## config.mk

```make
export PLATFORM = sky130hd
export DESIGN_NAME = div_ctrl
export DESIGN_NICKNAME = d
export VERILOG_FILES = /design/src/rtl/div_pkg.sv /design/src/rtl/div_abs32.sv /design/src/rtl/div_ctrl.sv
export SDC_FILE = /design/constraint.sdc
export NUM_CORES = 1
export LEC_CHECK = 0
export ABC_AREA = 1
export BUFFER_PORTS_ARGS = -buffer_cell sky130_fd_sc_hd__buf_2
export CELL_PAD_IN_SITES_DETAIL_PLACEMENT = 1
export CELL_PAD_IN_SITES_GLOBAL_PLACEMENT = 2
export CORE_MARGIN = 2
export CORE_UTILIZATION = 22
export DETAILED_ROUTE_END_ITERATION = 16
export GPL_ROUTABILITY_DRIVEN = 0
export GPL_TIMING_DRIVEN = 0
export PLACE_DENSITY = 0.78
export SYNTH_ARGS = -nofsm -noshare
export SYNTH_HDL_FRONTEND = slang
export SYNTH_SLANG_ARGS = --single-unit
```

## constraint.sdc

```tcl
create_clock -name clk -period 1.8 [get_ports clk]
set_input_delay 0.09 -clock clk [delete_from_list [all_inputs] [get_ports clk]]
set_output_delay 0.09 -clock clk [all_outputs]
set_load 0.05 [all_outputs]
```

## src/rtl/div_pkg.sv

```systemverilog
// Shared definitions for the signed restoring divider sequencer.
package div_pkg;

    // Operand / quotient width; the divider state register is twice this.
    localparam int DIV_WIDTH = 32;

    // One quotient bit per iteration, so the count always equals the width.
    localparam int DIV_ITER = 32;

    // Iteration counter width (counts 0 .. DIV_ITER-1).
    localparam int CNT_W = 5;

    // Sequencer states.
    typedef enum logic [1:0] {
        IDLE = 2'd0,
        RUN  = 2'd1,
        DONE = 2'd2
    } div_state_t;

    // Trial subtraction of the divisor from the partial remainder.
    // The extra top bit of the result is the borrow: set when rem < div.
    function automatic logic [DIV_WIDTH:0] trial_sub(
        input logic [DIV_WIDTH-1:0] rem,
        input logic [DIV_WIDTH-1:0] div
    );
        return {1'b0, rem} - {1'b0, div};
    endfunction

endpackage

```

## src/rtl/div_abs32.sv

```systemverilog
// Conditional two's-complement negate. Used both to take magnitudes of the
// signed operands and to restore the sign of the quotient and remainder.
// 0x80000000 negates to itself, which reads correctly as an unsigned 2^31.
module div_abs32
    import div_pkg::*;
(
    input  logic [DIV_WIDTH-1:0] value,
    input  logic                 negate,
    output logic [DIV_WIDTH-1:0] result
);

    // Negate when asked, pass through otherwise.
    always_comb begin
        result = negate ? (~value + 1'b1) : value;
    end

endmodule

```

## src/rtl/div_ctrl.sv

```systemverilog
// Sequencer for a signed restoring divider that sits in front of the
// multdiv unit's 64-bit divider register. The register itself lives in the
// parent; this block only produces its write data / enable and interprets
// its contents ({remainder, quotient}) as the result.
//
// Handshake: ctrl_DIV is a one-cycle start strobe with no back-pressure; it
// is accepted in every state (a start while busy aborts and restarts).
// data_resultRDY is a one-cycle valid strobe with no ready; the consumer
// must take data_result / data_remainder / data_exception in that cycle or
// later, as they hold until the next start or reset.
module div_ctrl
    import div_pkg::*;
#(
    parameter int WIDTH = DIV_WIDTH,
    parameter int ITER  = DIV_ITER
)
(
    input  logic                 clk,
    input  logic                 ctrl_reset,
    input  logic                 ctrl_DIV,
    input  logic [WIDTH-1:0]     data_operandA,
    input  logic [WIDTH-1:0]     data_operandB,
    input  logic [2*WIDTH-1:0]   data_readReg,
    output logic [2*WIDTH-1:0]   data_writeReg,
    output logic                 write_to,
    output logic [WIDTH-1:0]     data_result,
    output logic [WIDTH-1:0]     data_remainder,
    output logic                 data_exception,
    output logic                 data_resultRDY,
    output logic [1:0]           debug_state
);

    // Count value on the final iteration cycle.
    localparam logic [CNT_W-1:0] LAST_COUNT = CNT_W'(ITER - 1);

    // Sequencer state.
    div_state_t         state;
    logic [CNT_W-1:0]   count;
    logic               sign_a;
    logic               sign_b;
    logic [WIDTH-1:0]   abs_b;
    logic               exception;
    logic               rdy;

    // Operand magnitudes for the start cycle.
    logic [WIDTH-1:0]   abs_a_in;
    logic [WIDTH-1:0]   abs_b_in;

    // Iteration datapath.
    logic [2*WIDTH-1:0] shifted;
    logic [WIDTH:0]     trial;
    logic               borrow;
    logic [2*WIDTH-1:0] iter_word;

    // Sign-corrected results.
    logic [WIDTH-1:0]   quo_signed;
    logic [WIDTH-1:0]   rem_signed;

    // Magnitude of the dividend; written into the low half on the start edge.
    div_abs32 u_abs_a (
        .value  (data_operandA),
        .negate (data_operandA[WIDTH-1]),
        .result (abs_a_in)
    );

    // Magnitude of the divisor; latched for the whole run.
    div_abs32 u_abs_b (
        .value  (data_operandB),
        .negate (data_operandB[WIDTH-1]),
        .result (abs_b_in)
    );

    // Quotient is negative when exactly one operand was negative.
    div_abs32 u_fix_quo (
        .value  (data_readReg[WIDTH-1:0]),
        .negate (sign_a ^ sign_b),
        .result (quo_signed)
    );

    // Remainder takes the sign of the dividend (truncating division).
    div_abs32 u_fix_rem (
        .value  (data_readReg[2*WIDTH-1:WIDTH]),
        .negate (sign_a),
        .result (rem_signed)
    );

    // One restoring step: shift left, try to subtract, keep it if no borrow.
    // The remainder half is always below |B| <= 2^31, so no bit is lost
    // off the top of the shift.
    always_comb begin
        shifted = data_readReg << 1;
        trial   = trial_sub(shifted[2*WIDTH-1:WIDTH], abs_b);
        borrow  = trial[WIDTH];
        if (borrow) begin
            iter_word = shifted;
        end else begin
            iter_word = {trial[WIDTH-1:0], shifted[WIDTH-1:1], 1'b1};
        end
    end

    // Register write port: init word on start, one step per RUN cycle.
    // A start takes priority over an iteration so it can abort a run.
    always_comb begin
        write_to      = 1'b0;
        data_writeReg = '0;
        if (ctrl_reset) begin
            if (ctrl_DIV) begin
                write_to      = 1'b1;
                data_writeReg = {{WIDTH{1'b0}}, abs_a_in};
            end else if (state == RUN) begin
                write_to      = 1'b1;
                data_writeReg = iter_word;
            end
        end
    end

    // Sequencer: start/abort handling, iteration count, done strobe.
    always_ff @(posedge clk) begin
        if (!ctrl_reset) begin
            state     <= IDLE;
            count     <= '0;
            sign_a    <= 1'b0;
            sign_b    <= 1'b0;
            abs_b     <= '0;
            exception <= 1'b0;
            rdy       <= 1'b0;
        end else if (ctrl_DIV) begin
            sign_a <= data_operandA[WIDTH-1];
            sign_b <= data_operandB[WIDTH-1];
            abs_b  <= abs_b_in;
            count  <= '0;
            if (data_operandB == '0) begin
                // Nothing to iterate; report straight away.
                exception <= 1'b1;
                state     <= DONE;
                rdy       <= 1'b1;
            end else begin
                exception <= 1'b0;
                state     <= RUN;
                rdy       <= 1'b0;
            end
        end else begin
            case (state)
                IDLE: begin
                    rdy <= 1'b0;
                end
                RUN: begin
                    count <= count + 1'b1;
                    if (count == LAST_COUNT) begin
                        state <= DONE;
                        rdy   <= 1'b1;
                    end else begin
                        rdy   <= 1'b0;
                    end
                end
                DONE: begin
                    state <= IDLE;
                    rdy   <= 1'b0;
                end
                default: begin
                    state <= IDLE;
                    rdy   <= 1'b0;
                end
            endcase
        end
    end

    // Result presentation; a divide-by-zero reports zeros.
    always_comb begin
        data_result    = exception ? '0 : quo_signed;
        data_remainder = exception ? '0 : rem_signed;
        data_exception = exception;
        data_resultRDY = rdy;
        debug_state    = state;
    end

endmodule

```

==> flow_metrics.tcl <==
set metrics [dict create \
    cellLeakagePower_nw 7.79 \
    hold_viol 0 \
    areaGrowthSynthToFinish_pct 93.8 \
    drc 0 \
    fin_util_pct 43.5 \
    slew_headroom_pct 53.9 \
    grt_pass1_vias 13843 \
    ios 264 \
    clock_latency_ns 0.29 \
    yosysWarnings 0 \
    final_common_cell "nand2_1" \
    antenna_found_initial 12 \
    cts_max_path_buffers 2 \
    fin_tns_setup_ns -39.16 \
    num_vias 13234 \
    track_usage_pct 25.6 \
    reg2regPathDepth 8 \
    hold_end "abs_b[0]" \
    die_area_um2 41200 \
    grt_setup_unrepaired "true" \
    root_buffer "clkbuf_16" \
    placed_cell_area_um2 11700 \
    crit_type "flop to output pin" \
    max_freq_ghz 0.383 \
    syn_inst 1757 \
    vias_per_cell 4.92 \
    cp-end-kind "output pin" \
    holdCritStartpoint "data_operandB[0]" \
    reg2reg_to "count[3]" \
    critPathArrivalTime_ns 2.52 \
    start_kind "flop" \
    layout.nets 2334 \
    slew_viol_final 0 \
    synth.yosys.seq_area_share_pct 9.89 \
    synth_edf_count 0 \
    violations "setup timing" \
    core_area_um2 38800 \
    grt_start_max_net_pins 15 \
    fin_area_um2 16900 \
    cts_sinks 43 \
    p_per_area_nw_per_um2 495 \
    place_hpwl_mm 43.5 \
    rr_startpoint "debug_state[0]" \
    hp-class "primary input to flop" \
    syn_nets 1928 \
    cts_buffers 5 \
    status "complete, but fails checks" \
    port_buffers 262 \
    drv_cap 0 \
    most-common-layout-cells "nand2_1 (384), inv_1 (259), nor2_1 (137), buf_2 (131), buf_6 (130)" \
    cts-htree-levels 2 \
    synth_cell_types 48 \
    die_h_um 203 \
    setup_violations 107 \
    syn_area_um2 8710 \
    cts_tree "done" \
    synth_seq_cells 43 \
    min_period_over_period_pct 145 \
    drt-pass1-iter-count 5 \
    ant_nets 0 \
    clkTransAtPathRegs_ns 0.06 \
    required_ns 1.71 \
    grt_overflow 0 \
    start_util_pct 22.4 \
    drt_iter0_drc 545 \
    hold_path_depth 3 \
    ir_drop_mv 0.363 \
    die_x_um 203 \
    synth_ff_type "dfxtp_1" \
    fin_skew_ns 0.00132 \
    synth.avg_cell_area_um2 4.96 \
    final_layout_size_suffix_gt1_share_pct 46.2 \
    tightest_slew_ns 0.691 \
    rrSetupSlack_ns 0.51 \
    postSynth.asyncResetShare_pct 0 \
    finalCriticalPeriod_ns 2.61 \
    post_drt_wl_per_cell_um 21.0 \
    cp_max_fo 6 \
    finalWirelength_mm 56.4 \
    layout_setup_ws_ns -0.808 \
    grt_pass1_wl_mm 81.2 \
    rows 72 \
]
layout make-up:
cell class | instances | area [µm²]
flip-flops and latches | 43 | 885
well taps | 518 | 648
plain buffers | 40 | 448
clock inverters | 2 | 13.8
fillers | 4923 | 21900
diodes | 7 | 17.5
repair buffers | 401 | 3730
multi-input cells | 1344 | 9640
inverters | 328 | 1340
clock buffers | 6 | 150
registers in the layout (all words and copies together) (netlist names):
| name | flops |
|---|---|
| count | 5 |
| data_exception | 1 |
| sign_b | 1 |
| debug_state | 2 |
| abs_b | 32 |
| sign_a | 1 |
| data_resultRDY | 1 |
cell families (layout without fill, tap and decap cells):
group	after synthesis	in the layout	share of synthesized area (%)
adder cells (fa/ha/maj)	40	40	5.83
buffers and inverters	371	777	16.5
AO/OA/AOI/OAI	292	292	18.0
other	0	7	0
AND/OR/NAND/NOR	993	994	47.9
flip-flops	43	43	9.89
XOR/XNOR	18	18	1.81
synth_stat cells (all sizes together) (2+ instances only):
master    n  area share [%]
o32ai     4            0.40
o22ai    23             1.7
o211ai    3            0.26
and2      5            0.39
xor2     11             1.1
nor3     54             3.4
nor4      2            0.14
nand4    19             1.4
xnor2     7            0.70
nand3b   12             1.0
and3      2            0.14
ha       39             5.6
a21oi   111             6.7
nor2    246              11
nand2   504              22
o21ai   140             8.0
a31oi     2            0.14
nand3   141             8.1
buf      15             1.2
o21a      4            0.34
or2       7            0.50
dfxtp    43             9.9
inv     328              14
clkbuf   28             1.2
through the flow:
| step | worst slack (ns) | std cells | power (W) | hold slack (ns) |
|---|---|---|---|---|
| after floorplan | -0.319 | 1757 | 0.00403 | 0.215 |
| after global placement | -1.02 | 2537 | 0.00528 | 0.380 |
| after detailed placement | -1.06 | 2537 | 0.00533 | 0.407 |
| after CTS | -0.815 | 2618 | 0.00760 | 0.112 |
| after global routing | -0.884 | 2684 | 0.00880 | 0.154 |
| final | -0.808 | 2689 | 0.00836 | 0.104 |
worst max path at each step:
stage / slack [ns] / from / endpoint
3_5_place_dp: -1.06 / data_readReg[31] / data_writeReg[62]
6_report: -0.81 / abs_b[0] / data_writeReg[56]
4_1_cts: -0.82 / abs_b[0] / data_writeReg[39]
5_1_grt: -0.88 / abs_b[0] / data_writeReg[56]
3_3_place_gp: -1.02 / data_readReg[31] / data_writeReg[62]
2_1_floorplan: -0.32 / abs_b[0] / data_writeReg[52]
power breakdown:
part           total, W  leakage [nW]  internal [W]  switching, W
Sequential      0.00105         0.360       0.00101     0.0000322
Clock           0.00100        0.0820      0.000599      0.000403
Combinational   0.00631          7.35       0.00236       0.00395
Total           0.00836          7.79       0.00397       0.00439
per-layer routing:
| metal | global-route usage [%] | vias to the layer above | wire length, µm |
|---|---|---|---|
| met5 | 0 | - | 46 |
| met4 | 8.42 | 8 | 2400 |
| met3 | 3.92 | 111 | 2730 |
| met2 | 49.2 | 335 | 29000 |
| met1 | 28.5 | 6375 | 22200 |
| li1 | - | 6405 | - |
critical path, stage by stage, from the launching register on:
cell and delay (ns):
dfxtp_2 0.33, ha_4 0.16, fa_2 0.34, inv_2 0.08
nand2_2 0.06, nand2_2 0.09, nand3_2 0.09, nand2_4 0.09
nand2_4 0.05, nand2_4 0.10, nand2_8 0.09, nand2_8 0.17
buf_12 0.18, nand2_4 0.05, nor2_4 0.12, nor2_4 0.05
buf_6 0.15
repair_timing:
item / in CTS / in global routing
setup endpoints to repair: 134 / 134
gates resized for setup: 673 / 393
pin swaps: 80 / 123
gates cloned: 7 / 5
buffers inserted: 67 / 70
hold buffers: 0 / 0
(Power assumes the default switching activity.)
